`src/rtl/router_pkg.sv`:
```
// router_pkg: constants and types shared by the router control FSM and datapath.
//   DATA_W       - byte width of the packet stream
//   ADDR_W       - width of the destination address field in the header byte
//   ADDR_INVALID - address code with no destination FIFO; such headers are dropped
//   router_state_e - control FSM state encoding, kept here so FSM and datapath agree
package router_pkg;

  localparam int unsigned DATA_W = 8;
  localparam int unsigned ADDR_W = 2;
  localparam logic [ADDR_W-1:0] ADDR_INVALID = 2'b11;

  typedef enum logic [2:0] {
    StDecodeAddress,
    StLoadFirstData,
    StLoadData,
    StLoadParity,
    StFifoFullState,
    StLoadAfterFull,
    StWaitTillEmpty,
    StCheckParityError
  } router_state_e;

endpackage

```
`src/rtl/router_reg_if.sv`:
```
// router_reg_if: bundles the source byte stream, the control FSM state strobes and the
// datapath results of router_reg.
//   slave  - the register stage: consumes stream and strobes, drives results
//   master - the environment (source, FSM, destination FIFOs)
//   Stream:  pkt_valid, data_in, fifo_full
//   Strobes: detect_add, lfd_state, ld_state, laf_state, full_state, rst_int_reg
//   Results: parity_done, low_pkt_valid, err, dout, internal_parity (running parity)
interface router_reg_if;
  import router_pkg::*;

  logic              pkt_valid;
  logic [DATA_W-1:0] data_in;
  logic              fifo_full;
  logic              detect_add;
  logic              lfd_state;
  logic              ld_state;
  logic              laf_state;
  logic              full_state;
  logic              rst_int_reg;
  logic              parity_done;
  logic              low_pkt_valid;
  logic              err;
  logic [DATA_W-1:0] dout;
  logic [DATA_W-1:0] internal_parity;

  modport slave (
    input  pkt_valid, data_in, fifo_full,
    input  detect_add, lfd_state, ld_state, laf_state, full_state, rst_int_reg,
    output parity_done, low_pkt_valid, err, dout, internal_parity
  );

  modport master (
    output pkt_valid, data_in, fifo_full,
    output detect_add, lfd_state, ld_state, laf_state, full_state, rst_int_reg,
    input  parity_done, low_pkt_valid, err, dout, internal_parity
  );

endinterface

```
`src/rtl/router_parity.sv`:
```
// router_parity: accumulates the XOR of header and payload bytes, captures the
// trailing parity byte and flags a mismatch once the packet body is complete.
//   clock, resetn   - system clock, synchronous active-low reset
//   detect_add      - start of a new packet, clears all parity state
//   lfd_state       - header is being forwarded; fold header into parity
//   ld_state        - payload / parity byte on data_in
//   full_state      - FIFO-full stall state; no accumulation
//   pkt_valid       - low marks data_in as the parity byte
//   parity_done     - packet body complete, compare is meaningful
//   header, data_in - latched header byte and current stream byte
//   internal_parity - running XOR of the packet
//   err             - parity mismatch, held until the next detect_add
module router_parity
  import router_pkg::*;
(
  input  logic              clock,
  input  logic              resetn,
  input  logic              detect_add,
  input  logic              lfd_state,
  input  logic              ld_state,
  input  logic              full_state,
  input  logic              pkt_valid,
  input  logic              parity_done,
  input  logic [DATA_W-1:0] header,
  input  logic [DATA_W-1:0] data_in,
  output logic [DATA_W-1:0] internal_parity,
  output logic              err
);

  logic [DATA_W-1:0] internal_parity_d, internal_parity_q;
  logic [DATA_W-1:0] packet_parity_d, packet_parity_q;
  logic              err_d, err_q;

  always_comb begin
    internal_parity_d = internal_parity_q;
    packet_parity_d   = packet_parity_q;
    err_d             = err_q;

    if (detect_add) begin
      internal_parity_d = '0;
    end else if (lfd_state) begin
      internal_parity_d = internal_parity_q ^ header;
    end else if (ld_state && pkt_valid && !full_state) begin
      // A byte diverted to the hold register on a full FIFO is counted here, once.
      internal_parity_d = internal_parity_q ^ data_in;
    end

    if (detect_add) begin
      packet_parity_d = '0;
    end else if (ld_state && !pkt_valid) begin
      packet_parity_d = data_in;
    end

    if (detect_add) begin
      err_d = 1'b0;
    end else if (parity_done) begin
      err_d = (internal_parity_q != packet_parity_q);
    end
  end

  always_ff @(posedge clock) begin
    if (!resetn) begin
      internal_parity_q <= '0;
      packet_parity_q   <= '0;
      err_q             <= 1'b0;
    end else begin
      internal_parity_q <= internal_parity_d;
      packet_parity_q   <= packet_parity_d;
      err_q             <= err_d;
    end
  end

  assign internal_parity = internal_parity_q;
  assign err             = err_q;

endmodule

```
`src/rtl/router_reg.sv`:
```
// router_reg: datapath register stage of the 1x3 packet router. Latches the header,
// buffers one payload byte across FIFO-full stalls, drives the byte written to the
// destination FIFOs and reports parity status back to the control FSM.
//   clock  - system clock, all state on the rising edge
//   resetn - synchronous active-low reset
//   bus    - router_reg_if.slave: stream, FSM strobes in; dout and status flags out
module router_reg
  import router_pkg::*;
(
  input logic         clock,
  input logic         resetn,
  router_reg_if.slave bus
);

  logic [DATA_W-1:0] header_d, header_q;
  logic [DATA_W-1:0] hold_d, hold_q;
  logic [DATA_W-1:0] dout_d, dout_q;
  logic              parity_done_d, parity_done_q;
  logic              low_pkt_valid_d, low_pkt_valid_q;
  logic              err;
  logic [DATA_W-1:0] internal_parity;

  always_comb begin
    header_d        = header_q;
    hold_d          = hold_q;
    dout_d          = dout_q;
    parity_done_d   = parity_done_q;
    low_pkt_valid_d = low_pkt_valid_q;

    // Headers for the unused address are dropped; the previous header stays.
    if (bus.detect_add && bus.pkt_valid && (bus.data_in[ADDR_W-1:0] != ADDR_INVALID)) begin
      header_d = bus.data_in;
    end

    if (bus.lfd_state) begin
      dout_d = header_q;
    end else if (bus.ld_state && !bus.fifo_full) begin
      dout_d = bus.data_in;
    end else if (bus.laf_state) begin
      dout_d = hold_q;
    end

    // Park the byte that arrives while the destination FIFO is full.
    if (bus.ld_state && bus.fifo_full) begin
      hold_d = bus.data_in;
    end

    if (bus.rst_int_reg) begin
      low_pkt_valid_d = 1'b0;
    end else if (bus.ld_state && !bus.pkt_valid) begin
      low_pkt_valid_d = 1'b1;
    end

    // Second set term covers a parity byte that was parked during a stall.
    if (bus.detect_add) begin
      parity_done_d = 1'b0;
    end else if ((bus.ld_state && !bus.fifo_full && !bus.pkt_valid) ||
                 (bus.laf_state && low_pkt_valid_q && !parity_done_q)) begin
      parity_done_d = 1'b1;
    end
  end

  always_ff @(posedge clock) begin
    if (!resetn) begin
      header_q        <= '0;
      hold_q          <= '0;
      dout_q          <= '0;
      parity_done_q   <= 1'b0;
      low_pkt_valid_q <= 1'b0;
    end else begin
      header_q        <= header_d;
      hold_q          <= hold_d;
      dout_q          <= dout_d;
      parity_done_q   <= parity_done_d;
      low_pkt_valid_q <= low_pkt_valid_d;
    end
  end

  router_parity u_parity (
    .clock           (clock),
    .resetn          (resetn),
    .detect_add      (bus.detect_add),
    .lfd_state       (bus.lfd_state),
    .ld_state        (bus.ld_state),
    .full_state      (bus.full_state),
    .pkt_valid       (bus.pkt_valid),
    .parity_done     (parity_done_q),
    .header          (header_q),
    .data_in         (bus.data_in),
    .internal_parity (internal_parity),
    .err             (err)
  );

  assign bus.dout            = dout_q;
  assign bus.parity_done     = parity_done_q;
  assign bus.low_pkt_valid   = low_pkt_valid_q;
  assign bus.err             = err;
  assign bus.internal_parity = internal_parity;

endmodule
```
`src/flat_wrapper.sv`:
```
// flat-port wrapper written by rule: the top's interface ports become plain ports
module router_reg_flat import router_pkg::*;
  (clock, resetn, bus_pkt_valid, bus_data_in, bus_fifo_full, bus_detect_add, bus_lfd_state, bus_ld_state, bus_laf_state, bus_full_state, bus_rst_int_reg, bus_parity_done, bus_low_pkt_valid, bus_err, bus_dout, bus_internal_parity);
  router_reg_if bus_i ();
  input logic clock;
  input logic resetn;
  input wire logic [$bits(bus_i.pkt_valid)-1:0] bus_pkt_valid;
  input wire logic [$bits(bus_i.data_in)-1:0] bus_data_in;
  input wire logic [$bits(bus_i.fifo_full)-1:0] bus_fifo_full;
  input wire logic [$bits(bus_i.detect_add)-1:0] bus_detect_add;
  input wire logic [$bits(bus_i.lfd_state)-1:0] bus_lfd_state;
  input wire logic [$bits(bus_i.ld_state)-1:0] bus_ld_state;
  input wire logic [$bits(bus_i.laf_state)-1:0] bus_laf_state;
  input wire logic [$bits(bus_i.full_state)-1:0] bus_full_state;
  input wire logic [$bits(bus_i.rst_int_reg)-1:0] bus_rst_int_reg;
  output wire logic [$bits(bus_i.parity_done)-1:0] bus_parity_done;
  output wire logic [$bits(bus_i.low_pkt_valid)-1:0] bus_low_pkt_valid;
  output wire logic [$bits(bus_i.err)-1:0] bus_err;
  output wire logic [$bits(bus_i.dout)-1:0] bus_dout;
  output wire logic [$bits(bus_i.internal_parity)-1:0] bus_internal_parity;
  assign bus_i.pkt_valid = bus_pkt_valid;
  assign bus_i.data_in = bus_data_in;
  assign bus_i.fifo_full = bus_fifo_full;
  assign bus_i.detect_add = bus_detect_add;
  assign bus_i.lfd_state = bus_lfd_state;
  assign bus_i.ld_state = bus_ld_state;
  assign bus_i.laf_state = bus_laf_state;
  assign bus_i.full_state = bus_full_state;
  assign bus_i.rst_int_reg = bus_rst_int_reg;
  assign bus_parity_done = bus_i.parity_done;
  assign bus_low_pkt_valid = bus_i.low_pkt_valid;
  assign bus_err = bus_i.err;
  assign bus_dout = bus_i.dout;
  assign bus_internal_parity = bus_i.internal_parity;
  router_reg u_core (.clock(clock), .resetn(resetn), .bus(bus_i));
endmodule
```
`config.mk`:
```
export PLATFORM = sky130hd
export DESIGN_NAME = router_reg_flat
export DESIGN_NICKNAME = d
export VERILOG_FILES = /design/src/rtl/router_pkg.sv /design/src/rtl/router_reg_if.sv /design/src/rtl/router_parity.sv /design/src/rtl/router_reg.sv /design/src/flat_wrapper.sv
export SDC_FILE = /design/constraint.sdc
export NUM_CORES = 1
export LEC_CHECK = 0
export ABC_AREA = 0
export CAP_MARGIN = 0
export CORE_MARGIN = 2
export CORE_UTILIZATION = 55
export CTS_CLUSTER_DIAMETER = 40
export DETAILED_ROUTE_END_ITERATION = 10
export GPL_TIMING_DRIVEN = 0
export PLACE_DENSITY = 0.83
export SETUP_SLACK_MARGIN = 0.02
export SLEW_MARGIN = 20
export SYNTH_ARGS = -nofsm -noshare
export SYNTH_HDL_FRONTEND = slang
export SYNTH_SLANG_ARGS = --single-unit
```
`constraint.sdc`:
```
create_clock -name clock -period 2 [get_ports clock]
set_clock_uncertainty 0.05 [all_clocks]
set_input_delay 0.4 -clock clock [delete_from_list [all_inputs] [get_ports clock]]
set_output_delay 0.4 -clock clock [all_outputs]
set_load 0.02 [all_outputs]
```
==> metrics.md, run 1 <==
| Metric | Value |
|---|---|
| HPWL after DPL | `3020 µm` |
| Post-CTS setup buffers | `0` |
| Busiest grt layer | `met2` |
| First-pass iteration count of the detailed router | `4` |
| Slowest cell on crit path | `clkdlybuf4s50_1` |
| Met3 Usage GRT | `0.0616` |
| Die height | `64.2 µm` |
| Largest net degree at the start of global routing | `15` |
| Clock buffer count from CTS | `5` |
| Mux cell area share after synthesis | `0.0402` |
| Worst path buffer plus inverter count | `1` |
| Synth Area in Simple Gates | `0.206` |
| Compound-gate portion of the synthesized area | `0.190` |
| Cts hold-fix bufs | `0` |
| Clk root buf | `clkbuf_4` |
| Largest family of logic cells by synthesized area | `simple AND/OR/NAND/NOR gates` |
| Global-route wire length before repair | `7750 µm` |
| Die area | `4120 µm²` |
| Max H-tree Level | `2` |
| Max Cap Violations | `0` |
| PostCTS Resize Cnt | `0` |
| Rows | `21` |
| DRC Markers | `0` |
| Worst Path Required | `1.55 ns` |
| CP cell instances | `clkdlybuf4s50_1` |
| Port Buffer Count | `34` |
| Met2 Track Usage GR | `0.409` |
| Total Power | `0.00173 W` |
| Worst VDD drop | `0.000535 V` |
| Worst-case clock buffer depth | `2` |
| Core area | `3420 µm²` |
| Endpoints failing setup | `0` |
| Worst-skew pair later-pin latency | `0.35 ns` |
| Max Freq | `545 MHz` |
| Final net count | `280` |
| Wirelength per Cell | `13.7 µm` |
| Seq cells post-synth | `43` |
| Slowest stage delay, CP | `0.62 ns` |
| Max-slew headroom | `0.645` |
| Clock Sinks | `43` |
| Commonest non-fill, non-tap cells in the layout | `43 x dfxtp_1, 42 x nand2_1, 34 x clkdlybuf4s50_1, 16 x a21boi_1` |
| Commonest non-fill, non-tap cell in the layout | `dfxtp_1` |
| DR iter-0 viols | `118` |
| Min Tclk post-route | `1.84 ns` |
| Gr usage total | `0.243` |
| Area post-placement | `2390 µm²` |
| Final Cell Area | `2470 µm²` |
| Post-synthesis sequential area ratio | `0.432` |
| Synth Cell Area | `1990 µm²` |
| Fin util | `0.723` |
| Placer Congestion | `0.785` |
| LEAKAGE | `0.870 nW` |
| Vias per cell | `5.52` |
| Startpoint Class | `flip-flop` |
| Final Max Slew Viols | `0` |
| Die W | `64.2 µm` |
| Slew @ Worst Pin | `0.529 ns` |
| Hold Crit Class | `input port to flip-flop` |
| Post-route ant nets | `0` |
| RSZ-0062 raised after global routing | `false` |
| Initial antenna violation count | `0` |
| Diodes inserted | `0` |
| Fill count | `265` |
| Synth warnings | `0` |
| Pwr/cell area | `701 nW/µm²` |
| Layout cells sized above 1 | `0.106` |
| Mapped Nets | `239` |
| CP Max Fanout | `3` |
| Syn_area_per_cell | `9.01 µm²` |
| Worst-path clk slew | `0.13 ns` |
| Io pins | `37` |
| Status | `finished, final reports clean` |
| TNS Setup | `0 ns` |
| Via count | `1,706` |
| Syn Inst Count | `221` |
| GR Util met1 | `0.304` |
| Distinct cells, synth | `31` |
| Multi-input combinational cell area | `1010 µm²` |
| FF+latch area | `861 µm²` |
| Final Hold Vio Count | `0` |
| Vias in the first global route | `1,698` |
| CP delay by family, top | `buffers and inverters` |
| Adder-cell share of the synthesized area | `0` |
| CTS tree | `yes` |
| Critical path class | `flip-flop to output pin` |
| Final Cycle Share | `0.918` |
| Area Growth Syn to Fin | `24.1%` |
| CP arrival | `1.39 ns` |
| Starting density of the core | `0.583` |
| Critical Path End Type | `output pin` |
| Remaining Overflow, GRT | `0` |
| Post-Synth XOR/XNOR Area | `0.0704` |
| Total wire length | `4230 µm` |
-- report_power, final --
part | leakage, nW | internal (W) | total [W] | switching (W)
Clock | 0.0452 | 0.000263 | 0.000551 | 0.000288
Combinational | 0.474 | 0.000129 | 0.000268 | 0.000139
Sequential | 0.351 | 0.000891 | 0.000913 | 0.0000223
Total | 0.870 | 0.00128 | 0.00173 | 0.000449
-- sequential cells by signal, summed over array words and instances (netlist names) --
| name | cells |
|---|---|
| u_core.bus.dout | 8 |
| u_core.bus.low_pkt_valid | 1 |
| u_core.bus.parity_done | 1 |
| u_core.header_q | 8 |
| u_core.hold_q | 8 |
| u_core.u_parity.err | 1 |
| u_core.u_parity.internal_parity | 8 |
| u_core.u_parity.packet_parity_q | 8 |
-- metal layers --
layer	part of all wire	up-vias
met5	0	-
met4	0.019	0
met3	0.055	9
met2	0.49	48
met1	0.43	822
li1	-	827
-- per-stage QoR --
stage	hold WS, ns	std cells	worst slack, ns
6_report	0.360	309	0.164
2_1_floorplan	0.385	221	0.689
4_1_cts	0.356	309	0.149
3_5_place_dp	0.395	301	0.0226
5_1_grt	0.366	309	0.0819
3_3_place_gp	0.392	301	0.0474
-- layout make-up --
type,instances,area share
clock buffer,5,0.0152
buffer,14,0.0370
tap,46,0.0233
timing repair buffer,34,0.138
inverter,8,0.0122
clock inverter,3,0.0177
sequential,43,0.349
multi-input combinational,156,0.408
-- cells in the mapped netlist --
library cell / n / area share
buf_4: 1 / 0.0038
nand3_1: 8 / 0.020
nor3_2: 1 / 0.0050
xnor2_1: 5 / 0.022
nor3_1: 8 / 0.020
nand2_1: 42 / 0.079
dfxtp_1: 43 / 0.43
nor4_1: 1 / 0.0031
clkbuf_1: 4 / 0.0075
a21oi_4: 1 / 0.0082
a211oi_1: 1 / 0.0038
and2b_1: 1 / 0.0038
and4bb_1: 1 / 0.0063
a221o_1: 8 / 0.040
buf_6: 4 / 0.023
inv_1: 8 / 0.015
a22oi_2: 8 / 0.050
nor2b_1: 9 / 0.028
nand4_1: 1 / 0.0031
nor2_2: 1 / 0.0031
xor2_1: 11 / 0.048
a31oi_1: 1 / 0.0031
nand2b_1: 3 / 0.0094
a21boi_1: 16 / 0.060
buf_1: 1 / 0.0019
nor3b_1: 1 / 0.0038
nor2_1: 11 / 0.021
o21bai_1: 1 / 0.0038
a21oi_1: 8 / 0.020
mux2i_1: 8 / 0.040
buf_2: 4 / 0.010
-- cells by family after synthesis --
family,count (synthesis)
simple gates,88
xor+xnor,16
compound gates,44
buf+inv,22
mux,8
flops,43
-- final timing paths --
| check | startpoint | end | slack [ns] | cells past startpoint |
|---|---|---|---|---|
| min | bus_lfd_state | u_core.bus.dout[6] | 0.36 | 4 |
| max reg2reg | u_core.u_parity.internal_parity[2] | u_core.u_parity.err | 0.79 | 4 |
| min reg2reg | u_core.bus.dout[5] | u_core.bus.dout[5] | 0.41 | 2 |
| max | u_core.u_parity.internal_parity[2] | bus_internal_parity[2] | 0.16 | 1 |
Note: power is estimated with default switching activity, not from simulation.
==> run 2: changes to the inputs <==
--- a/config.mk
+++ b/config.mk
@@ -13,8 +13,10 @@
 export DETAILED_ROUTE_END_ITERATION = 10
 export GPL_TIMING_DRIVEN = 0
 export PLACE_DENSITY = 0.83
+export REMOVE_ABC_BUFFERS = 1
 export SETUP_SLACK_MARGIN = 0.02
 export SLEW_MARGIN = 20
 export SYNTH_ARGS = -nofsm -noshare
 export SYNTH_HDL_FRONTEND = slang
 export SYNTH_SLANG_ARGS = --single-unit
+export TNS_END_PERCENT = 100
==> metrics.md, run 2 (synthesis results as in run 1) <==
| Metric | Value |
|---|---|
| Status | `finished, final reports clean` |
| CP cell instances | `clkdlybuf4s50_1, and4bb_1, a22oi_2, xor2_1, nor2_1` |
| Met2 Wirelength | `1910 µm (-8.4%)` |
| Worst path buffer plus inverter count | `1 (unchanged)` |
| CP startpoint | `bus_ld_state` |
| Worst-skew pair later-pin latency | `0.36 ns (about the same)` |
| CTS tree | `yes` |
| Worst VDD drop | `0.000485 V (-9.4%)` |
| Diodes inserted | `0 (unchanged)` |
| Met3 routed WL | `207 µm (-11%)` |
| RR Endpoint | `u_core.u_parity.err` |
| Clock buffer count from CTS | `5 (unchanged)` |
| Sw frac | `0.252 (-0.00792)` |
| HPWL after DPL | `2760 µm (-8.5%)` |
| Global-route wire length before repair | `6640 µm (-14%)` |
| Largest net degree at the start of global routing | `28 (+13)` |
| Non-Filler Instances | `297 (-3.9%)` |
| CP arrival | `2.08 ns (+0.69 ns)` |
| Remaining Overflow, GRT | `0 (unchanged)` |
| Max H-tree Level | `2 (unchanged)` |
| Starting density of the core | `0.583 (unchanged)` |
| Final Hold Vio Count | `0 (unchanged)` |
| Sequential Power Share | `0.524 (-0.003)` |
| Gr usage total | `0.209 (-0.0341)` |
| Reg2reg setup slack | `0.80 ns (about the same)` |
| Commonest non-fill, non-tap cells in the layout | `43 x dfxtp_1, 42 x nand2_1, 34 x clkdlybuf4s50_1, 16 x a21boi_1` |
| Wirelength per Cell | `13.5 µm (-1.8%)` |
| Worst r2r src | `u_core.u_parity.internal_parity[6]` |
| Post-CTS setup buffers | `0 (unchanged)` |
| Post-route ant nets | `0 (unchanged)` |
| Cell-internal power | `0.00130 W (+1.7%)` |
| Final net count | `268 (-4.3%)` |
| Area Growth Syn to Fin | `20.9%` |
| Core area | `3420 µm² (unchanged)` |
| Die height | `64.2 µm (unchanged)` |
| Placed Cells | `289 (-4.0%)` |
| Slowest stage delay, CP | `0.77 ns (+0.15 ns)` |
| Slew @ Worst Pin | `0.771 ns (+0.242 ns)` |
| Pwr/cell area | `724 nW/µm² (+3.3%)` |
| Worst Path Required | `2.21 ns (+0.66 ns)` |
| Worst-path clk slew | `0.12 ns (about the same)` |
| CP delay by family, top | `buffers and inverters` |
| Die area | `4120 µm² (unchanged)` |
| Placer Congestion | `0.767 (-2.2%)` |
| Critical path class | `input port to flip-flop` |
| Worst r2r path cells | `4 (unchanged)` |
| Clock Sinks | `43 (unchanged)` |
| First-pass iteration count of the detailed router | `4 (unchanged)` |
| Max Cap Violations | `0 (unchanged)` |
| RSZ-0062 raised after global routing | `false` |
| Max Freq | `535 MHz (-1.8%)` |
| Final Cycle Share | `0.935 (+0.0171)` |
| Worst-case clock buffer depth | `2 (unchanged)` |
| Layout cells sized above 1 | `0.0837 (-0.0228)` |
| Port Buffer Count | `36 (+5.9%)` |
| Cts hold-fix bufs | `0 (unchanged)` |
| Power share of the clock group | `0.331 (+0.013)` |
| Endpoints failing setup | `0 (unchanged)` |
| Max-slew headroom | `0.486 (-0.159)` |
| Metal-1 WL | `1770 µm (-3.8%)` |
| Startpoint Class | `input port` |
| Commonest non-fill, non-tap cell in the layout | `dfxtp_1` |
| Final Max Slew Viols | `0 (unchanged)` |
| DR iter-0 viols | `96 (-19%)` |
| CP endpoint | `u_core.u_parity.internal_parity[2]` |
| Vias per cell | `5.54 (+0.32%)` |
| Vias in the first global route | `1,492 (-12%)` |
| Io pins | `37 (unchanged)` |
| Via count | `1,645 (-3.6%)` |
| Min Tclk post-route | `1.87 ns (+0.0343 ns)` |
| Critical Path End Type | `flip-flop` |
| Initial antenna violation count | `0 (unchanged)` |
| Combinational power share | `0.145 (-0.010)` |
| Slowest cell on crit path | `clkdlybuf4s50_1` |
| TNS Setup | `0 ns (unchanged)` |
| Top sig layer | `met4` |
| LEAKAGE | `0.833 nW (-4.3%)` |
| Hold Crit Class | `flip-flop to flip-flop` |
| DRC Markers | `0 (unchanged)` |
| Clk root buf | `clkbuf_4` |
| Psw | `0.000438 W (-2.4%)` |
| Hold WS | `0.409 ns (+0.0486 ns)` |
| CP Max Fanout | `14 (+11)` |
| Critical Path Stages | `5 (+4)` |
| Rows | `21 (unchanged)` |
| Die W | `64.2 µm (unchanged)` |
| Total wire length | `4000 µm (-5.6%)` |
[run 2: through the flow]
step / power, W / utilization / setup WS (ns) / instance area, µm²
after detailed placement: 0.00119 / 0.678 / -0.715 / 2320
after global placement: 0.00118 / 0.678 / -0.655 / 2320
after floorplan: 0.00106 / - / 0.673 / 1900
final: 0.00174 / 0.704 / 0.130 / 2410
after CTS: 0.00176 / 0.704 / 0.137 / 2400
after global routing: 0.00182 / 0.704 / 0.0245 / 2410
[run 2: area by class of cell]
type / count / area [µm²]
clock buffer: 6 / 51.3
clock inverter: 2 / 35.0
fill: 307 / 1010
inverter: 8 / 30.0
multi-input combinational: 156 / 1010
sequential: 43 / 861
tap: 46 / 57.6
timing repair buffer: 36 / 360
[run 2: layer usage]
layer	vias to the layer above	global-route usage
met5	-	0
met4	0	0.112
met3	13	0.0370
met2	44	0.340
met1	775	0.263
li1	813	-
[run 2: worst min path at each step]
stage,startpoint,endpoint,slack [ns],depth (start not counted)
final,u_core.bus.dout[1],u_core.bus.dout[1],0.41,2
after CTS,u_core.bus.dout[1],u_core.bus.dout[1],0.41,2
after global routing,u_core.bus.dout[4],u_core.bus.dout[4],0.43,2
after floorplan,u_core.hold_q[0],u_core.hold_q[0],0.39,2
after detailed placement,u_core.bus.dout[1],u_core.bus.dout[1],0.39,2
after global placement,u_core.hold_q[3],u_core.hold_q[3],0.39,2
[run 2: tightest hold or removal path, delay by kind of cell, from the launching register on]
kind | cells | cell delay [ns]
flip-flops | 1 | 0.33
AND/OR/NAND/NOR | 1 | 0.05
AO/OA/AOI/OAI | 1 | 0.05
[run 2: power groups by stage]
stage	sequential [W]	clock, W	combinational, W
finish	0.000913	0.000578	0.000252
global route	0.000918	0.000625	0.000274
CTS	0.000913	0.000593	0.000253
detailed placement	0.000933	0	0.000253
global placement	0.000931	0	0.000250
floorplan	0.000948	0	0.000110
[run 2: timing repair]
item                                    CTS  global route
gates resized for setup                   4             1
cloned                                    0             0
hold endpoints to repair                  0             0
endpoints found under the setup margin   17             3
